<file path="src/rtl/qupls_alu_sched.sv">
// Round-robin ALU issue scheduler with writeback-port reservation and optional divider occupancy tracking.
// Optional divide scheduling is enabled by defining QUPLS_ALU_SCHED_DIV_EN.
module qupls_alu_sched #(
  parameter int NREQ    = 8,
  parameter int MUL_LAT = 3,
  parameter int DIV_LAT = 20
) (
  input  logic                clk,
  input  logic                rst,
  input  logic [NREQ-1:0]     req,
  input  logic [2*NREQ-1:0]   kind,
  input  logic                stall,
  output logic [NREQ-1:0]     gnt,
  output logic                gnt_v,
  output logic [1:0]          gnt_kind,
  output logic                wb_v,
  output logic                div_busy
);

`ifdef QUPLS_ALU_SCHED_DIV_EN
  localparam int RW = DIV_LAT;
`else
  localparam int RW = MUL_LAT;
`endif
  localparam int PW = (NREQ > 1) ? $clog2(NREQ) : 1;

  if (!(DIV_LAT > MUL_LAT && MUL_LAT > 1)) begin : g_bad_lat
    $error("qupls_alu_sched: latencies must satisfy DIV_LAT > MUL_LAT > 1");
  end

  logic [PW-1:0]   rr;
  logic [RW:1]     resv;
  logic [RW:1]     resv_sh;
  logic [RW:1]     resv_nxt;
  logic [NREQ-1:0] elig;
  logic            win;
  logic [PW-1:0]   win_idx;
  logic [PW-1:0]   cand;
  logic [1:0]      win_kind;

`ifdef QUPLS_ALU_SCHED_DIV_EN
  localparam int CW = $clog2(DIV_LAT + 1);
  logic [CW-1:0] div_cnt;
  assign div_busy = (div_cnt != '0);
`else
  assign div_busy = 1'b0;
`endif

  // NOTE: every signal written here gets a default before any conditional
  // assignment, so no path leaves it unassigned and no latch is inferred.
  always_comb begin
    // Eligibility looks at the reservation vector as it will be after this cycle's shift.
    resv_sh = resv >> 1;
    for (int i = 0; i < NREQ; i++) begin
      elig[i] = 1'b0;
      if (req[i] && !gnt[i] && !stall) begin
        case (kind[2*i +: 2])
          2'b00:   elig[i] = !resv_sh[1];
          2'b01:   elig[i] = !resv_sh[MUL_LAT];
`ifdef QUPLS_ALU_SCHED_DIV_EN
          2'b10:   elig[i] = !div_busy && !resv_sh[DIV_LAT];
`endif
          default: elig[i] = 1'b0;
        endcase
      end
    end

    // Scan downward so the last hit is the first eligible entry at or after rr.
    win     = 1'b0;
    win_idx = '0;
    cand    = '0;
    for (int off = NREQ - 1; off >= 0; off--) begin
      cand = PW'((int'(rr) + off) % NREQ);
      if (elig[cand]) begin
        win     = 1'b1;
        win_idx = cand;
      end
    end

    win_kind = 2'b00;
    for (int i = 0; i < NREQ; i++) begin
      if (win && (i == int'(win_idx))) win_kind = kind[2*i +: 2];
    end

    resv_nxt = resv_sh;
    if (win) begin
      case (win_kind)
        2'b00:   resv_nxt[1]       = 1'b1;
        2'b01:   resv_nxt[MUL_LAT] = 1'b1;
`ifdef QUPLS_ALU_SCHED_DIV_EN
        2'b10:   resv_nxt[DIV_LAT] = 1'b1;
`endif
        default: resv_nxt = resv_sh;
      endcase
    end
  end

  // NOTE: state updates use non-blocking assignments so every register
  // samples the pre-edge values of the others, independent of statement order.
  always_ff @(posedge clk) begin
    if (rst) begin
      gnt      <= '0;
      gnt_v    <= 1'b0;
      gnt_kind <= 2'b00;
      rr       <= '0;
      resv     <= '0;
      wb_v     <= 1'b0;
    end else begin
      gnt      <= win ? (NREQ'(1) << win_idx) : '0;
      gnt_v    <= win;
      gnt_kind <= win ? win_kind : 2'b00;
      if (win) rr <= (win_idx == PW'(NREQ - 1)) ? '0 : win_idx + 1'b1;
      resv     <= resv_nxt;
      wb_v     <= resv[1];
    end
  end

`ifdef QUPLS_ALU_SCHED_DIV_EN
  always_ff @(posedge clk) begin
    if (rst) begin
      div_cnt <= '0;
    end else if (win && win_kind == 2'b10) begin
      div_cnt <= CW'(DIV_LAT);
    end else if (div_cnt != '0) begin
      div_cnt <= div_cnt - 1'b1;
    end
  end
`endif

endmodule

</file>
<file path="config.mk">
export PLATFORM = sky130hd
export DESIGN_NAME = qupls_alu_sched
export DESIGN_NICKNAME = d
export VERILOG_FILES = /design/src/rtl/qupls_alu_sched.sv
export SDC_FILE = /design/constraint.sdc
export NUM_CORES = 1
export LEC_CHECK = 0
export BUFFER_PORTS_ARGS = -buffer_cell sky130_fd_sc_hd__buf_2
export CAP_MARGIN = 20
export CORE_MARGIN = 4
export CORE_UTILIZATION = 35
export DETAILED_ROUTE_END_ITERATION = 8
export SETUP_SLACK_MARGIN = 0.05
export SYNTH_ARGS = -nofsm -noshare
export SYNTH_HDL_FRONTEND = slang
export SYNTH_SLANG_ARGS = --single-unit
</file>
<file path="constraint.sdc">
create_clock -name clk -period 6.8 [get_ports clk]
set_input_delay 1.7 -clock clk [delete_from_list [all_inputs] [get_ports clk]]
set_output_delay 1.7 -clock clk [all_outputs]
set_load 0.02 [all_outputs]
</file>
* Yosys cells after proc, flatten, opt, wreduce, memory -nomap -nowiden
Index checks and enable logic that the tools add are counted. Widths: inputs -> output; s select.
Word-level totals: register bits 18, bits of input ports 27, output and inout port bits 13
Operators by class: add/sub/neg operators 8, $lt $le $gt $ge 8, equal/unequal tests 17, shifts and indexed selects 1, multiplexer cells 60, bitwise gates (word level) 1, reduce and logical (&&, ||, !) cells 45
Operator list (number):
- $lt 3x4->1 const B | 8
- $mux 1 | 27
- $mux 3 | 9
- $bmux 1 s3 | 8
- $logic_and 1x1->1 | 24
- $eq 2x1->1 const B | 9
- $logic_not 2->1 | 9
- $mux 2 | 8
- $pmux 1 s2 | 8
- $add 3x3->3 const B | 4
- $eq 3x3->1 const A | 4
- $logic_not 1->1 | 10
- $shl 1x3->8 const A | 1
- $add 3x1->3 const B | 2
- $add 3x2->3 const B | 2
- $eq 2x3->1 const A | 2
- $eq 1x3->1 const A | 1
- $eq 3x3->1 const B | 1
- $logic_not 3->1 | 1
- $reduce_or 2->1 | 1
- $not 1->1 | 1

* Depth between registers and ports, before layout
depth in word-level cells 27, depth in mapped cells 23, depth with buffers taken out 20

* Worst setup path before layout
Ideal clock, no wire load.
path type input to register, start input port stall, end register resv[1] (netlist name), arrival time 5.287 ns, slack 1.379 ns, stages 18, buffers on the path 1, cells stage by stage buf_6 -> or4b_4 -> nor3_2 -> a21oi_1 -> mux4_2 -> o311ai_2 -> o211ai_1 -> and3_4 -> o311ai_1 -> ha_1 -> ha_1 -> and3_1 -> a21oi_1 -> o311a_1 -> nor2_1 -> a21oi_1 -> a21oi_1 -> a211oi_1
Between the ends: longest elaborated chain between the ends 26
RTL lines:
- start: declaration | line 12 | input logic stall,
- $logic_not 1->1 (*) | line 56 | if (req[i] && !gnt[i] && !stall) begin
- $logic_and 1x1->1 | line 56
- $mux 1 | line 56
- $bmux 1 s3 | line 74 | if (elig[cand]) begin
- $mux 1 (implied by the code) | line 74
- $mux 3 (8 in series) | line 74
- $logic_not 3->1 | line 82 | if (win && (i == int'(win_idx))) win_kind = kind[2*i +: 2];
- $logic_and 1x1->1 | line 82
- $mux 2 (8 in series) | line 82
- $logic_not 2->1 | line 87 | case (win_kind)
- $mux 1 | line 87
- $mux 1 (*) | line 86 | if (win) begin
- end signal: assignment | line 113 | resv <= resv_nxt;
- end: declaration | line 32 | logic [RW:1] resv;
Every way passes the cells marked *; elsewhere a longest branch is shown, timed or not. The select of a mux whose other input is x is not followed. A chain may end at the register's enable or synchronous reset.

* Worst setup path in the final report
Ends and elaborated chain as after synthesis.

==> out/qor.yml <==
cp_num_cells: 18
antenna_found_initial: 0
core_mm2: 0.00596
crit_top_cell: "a21oi_1"
r2r_end: "resv[1]"
leakage_nw: 0.967
final.fill_count: 619
worst_pin_slew_ps: 881
route.antenna.remaining_nets: 0
clk_pin_slew_ps: 70
fin_setup_tns_ps: 0
place_congestion: 0.956
diodes: 0
fmax_mhz: 171
synth-edff-count: 0
synth_ff_type: "dfxtp_1"
period_needed_ps: 5860
start_util_pct: 36.2
drive_above_1_share_pct: 24.8
hold_viol: 0
grtUsageTotal_pct: 17.9
ctsHoldBuffers: 0
cp_slowest_cell: "mux4_2"
status: "finished clean"
ys_top_cells_by_count: "nand2_1 (21), a21oi_1 (18), dfxtp_1 (18), nor2_1 (16)"
synth_seq_cells: 18
post-route-period-util_pct: 86.1
skew_ps: 1.80
yosysMostFrequentCell: "nand2_1"
worstPathRequired_ps: 6930
root_buffer: "clkbuf_8"
crit_family: "compound AO/OA/AOI/OAI gates"
routed_wl_um: 6520
insertion_delay_ps: 250
dp_hpwl_um: 5240
clkSinkCount: 18
hold_class: "flip-flop to flip-flop"
p_per_area_mw_per_mm2: 529
synth_warnings: 0
grt_overflow: 0
timing.critical_path.buf_inv: 1
placed_area_mm2: 0.00238
worst-setup-path-type: "input port to flip-flop"
ir_drop_mv: 0.321
synth_area_leader_cell: "dfxtp_1"
reg2reg_slack_ps: 1620
cts_buffers: 3
fp-row-count: 28
dr.pass1.iters: 5
final_nets: 326
ys_types: 65
drv_cap: 0
grt_pass1_vias: 2177
cts-resized-gates: 0
synth.area.top_cells: "dfxtp_1 (17%), mux4_2 (11%), ha_1 (4.6%)"
io_pins: 40
die_x_um: 86.5
slew_viol_final: 0
viasPerCell: 6.18
setup.worst_path.start: "stall"
crit_fanout: 11
start_kind: "input port"
first_iter_violations: 226
synth_nets: 295
postCtsSetupBuffers: 0
synth_top_area_share_pct: 16.7
worstSetupEndpointType: "flip-flop"
critPathCapture: "resv[1]"
cts-htree-levels: 1
synthesis.area_mm2: 0.00215
synth.avg_cell_area_um2: 8.29
crit_chain: "buf_2 -> nor4b_1 -> and2_0 -> o21ai_0 -> mux4_2 -> o311ai_2 -> o211ai_1 -> and3_4 -> o311ai_1 -> ha_1 -> ha_1 -> and3_1 -> a21oi_1 -> o311a_1 -> nor2_1 -> a21oi_1 -> a21oi_1 -> a211oi_1"
area_growth_pct: 13.1
reg2reg_depth: 17
hold_ws_ps: 443
vias: 2257
cts_tree: "yes"
drc: 0
io_buffers: 38
synth_seq_area_share_pct: 16.7
ys_async_sr_fraction_pct: 0
grt_pass1_wl_um: 10800
arrival_ps: 5980
dieArea_mm2: 0.00748
slew_headroom_pct: 40.8
syn_inst: 260
finalSetupViolCount: 0
die_y_um: 86.5
r2r-start: "rr[0]"
cts_buffer_depth: 2
rsz0062_at_grt: "false"
grt_max_degree: 33
critPathMaxStageDelay_ps: 520
routedWlPerCell_um: 17.9
final_cell_area_mm2: 0.00244
layout make-up:
cell class	count	area [um2]	share of cell area [%]
well taps	75	93.8	3.85
repair buffers	42	220	9.03
clock buffers	4	55.1	2.26
inverters	9	33.8	1.39
flip-flops and latches	18	360	14.8
multi-input cells	217	1670	68.7
cells by family after synthesis:
family	synth area share [%]
compound gates	25.4
xor+xnor	2.03
fa+ha+maj	4.65
buf+inv	5.58
flops	16.7
mux	14.8
other cells	0.174
simple gates	30.7
worst min-delay path by stage:
stage | cells past startpoint | slack [ps] | end | start
finish | 1 | 440 | resv[2] | resv[3]
global route | 1 | 460 | resv[2] | resv[3]
CTS | 1 | 450 | resv[2] | resv[3]
detailed placement | 1 | 430 | resv[2] | resv[3]
global placement | 1 | 420 | resv[2] | resv[3]
floorplan | 1 | 410 | resv[2] | resv[3]
report_power, final:
| group | leakage [nW] | internal [mW] | switching [mW] |
|---|---|---|---|
| registers | 0.148 | 0.142 | 0.0281 |
| logic | 0.791 | 0.425 | 0.609 |
| clock network | 0.0288 | 0.0514 | 0.0351 |
per-stage QoR:
stage	setup slack, ps	power (mW)	util [%]	cells
6_report	943	1.29	40.9	365
4_1_cts	959	1.29	40.9	365
5_1_grt	420	1.43	40.9	365
3_5_place_dp	727	1.19	40.0	361
2_1_floorplan	1380	0.974	-	260
3_3_place_gp	703	1.20	40.0	361
per-layer routing:
metal,vias up,part of all wire (%),global-route usage [%]
li1,1060,-,-
met1,1055,43,24.8
met2,121,46,27.8
met3,21,7.6,2.28
met4,0,3.3,8.07
met5,-,0,0
worst reg2reg max path, stage by stage, from the launching register on:
cell	delay, ps
dfxtp_1	490
ha_1	380
xnor2_1	720
o21ai_0	270
mux4_2	570
nand3b_1	220
a211o_1	340
and3_4	180
o311ai_1	330
ha_1	300
ha_1	270
and3_1	180
a21oi_1	40
o311a_1	320
nor2_1	140
a21oi_1	80
a21oi_1	160
a211oi_1	60
layout by cell type (no fill, tap or decap), types with 5 or more instances in the layout:
cell type | netlist | routed
a21oi_1 | 18 | 18
and2_1 | 6 | 6
and3_1 | 6 | 6
buf_2 | 3 | 38
dfxtp_1 | 18 | 18
ha_1 | 8 | 8
inv_1 | 5 | 5
mux2i_1 | 7 | 7
mux4_2 | 11 | 11
nand2_1 | 21 | 21
nand2b_1 | 9 | 9
nand3_1 | 12 | 12
nor2_1 | 16 | 16
nor3_1 | 6 | 6
nor4b_1 | 6 | 6
o21ai_0 | 12 | 12
flip-flops by register name (all words and copies together), names as in the netlist:
register  flops
gnt           8
gnt_kind      2
wb_v          1
gnt_v         1
resv          3
rr            3
Note: power is estimated with default switching activity, not from simulation.
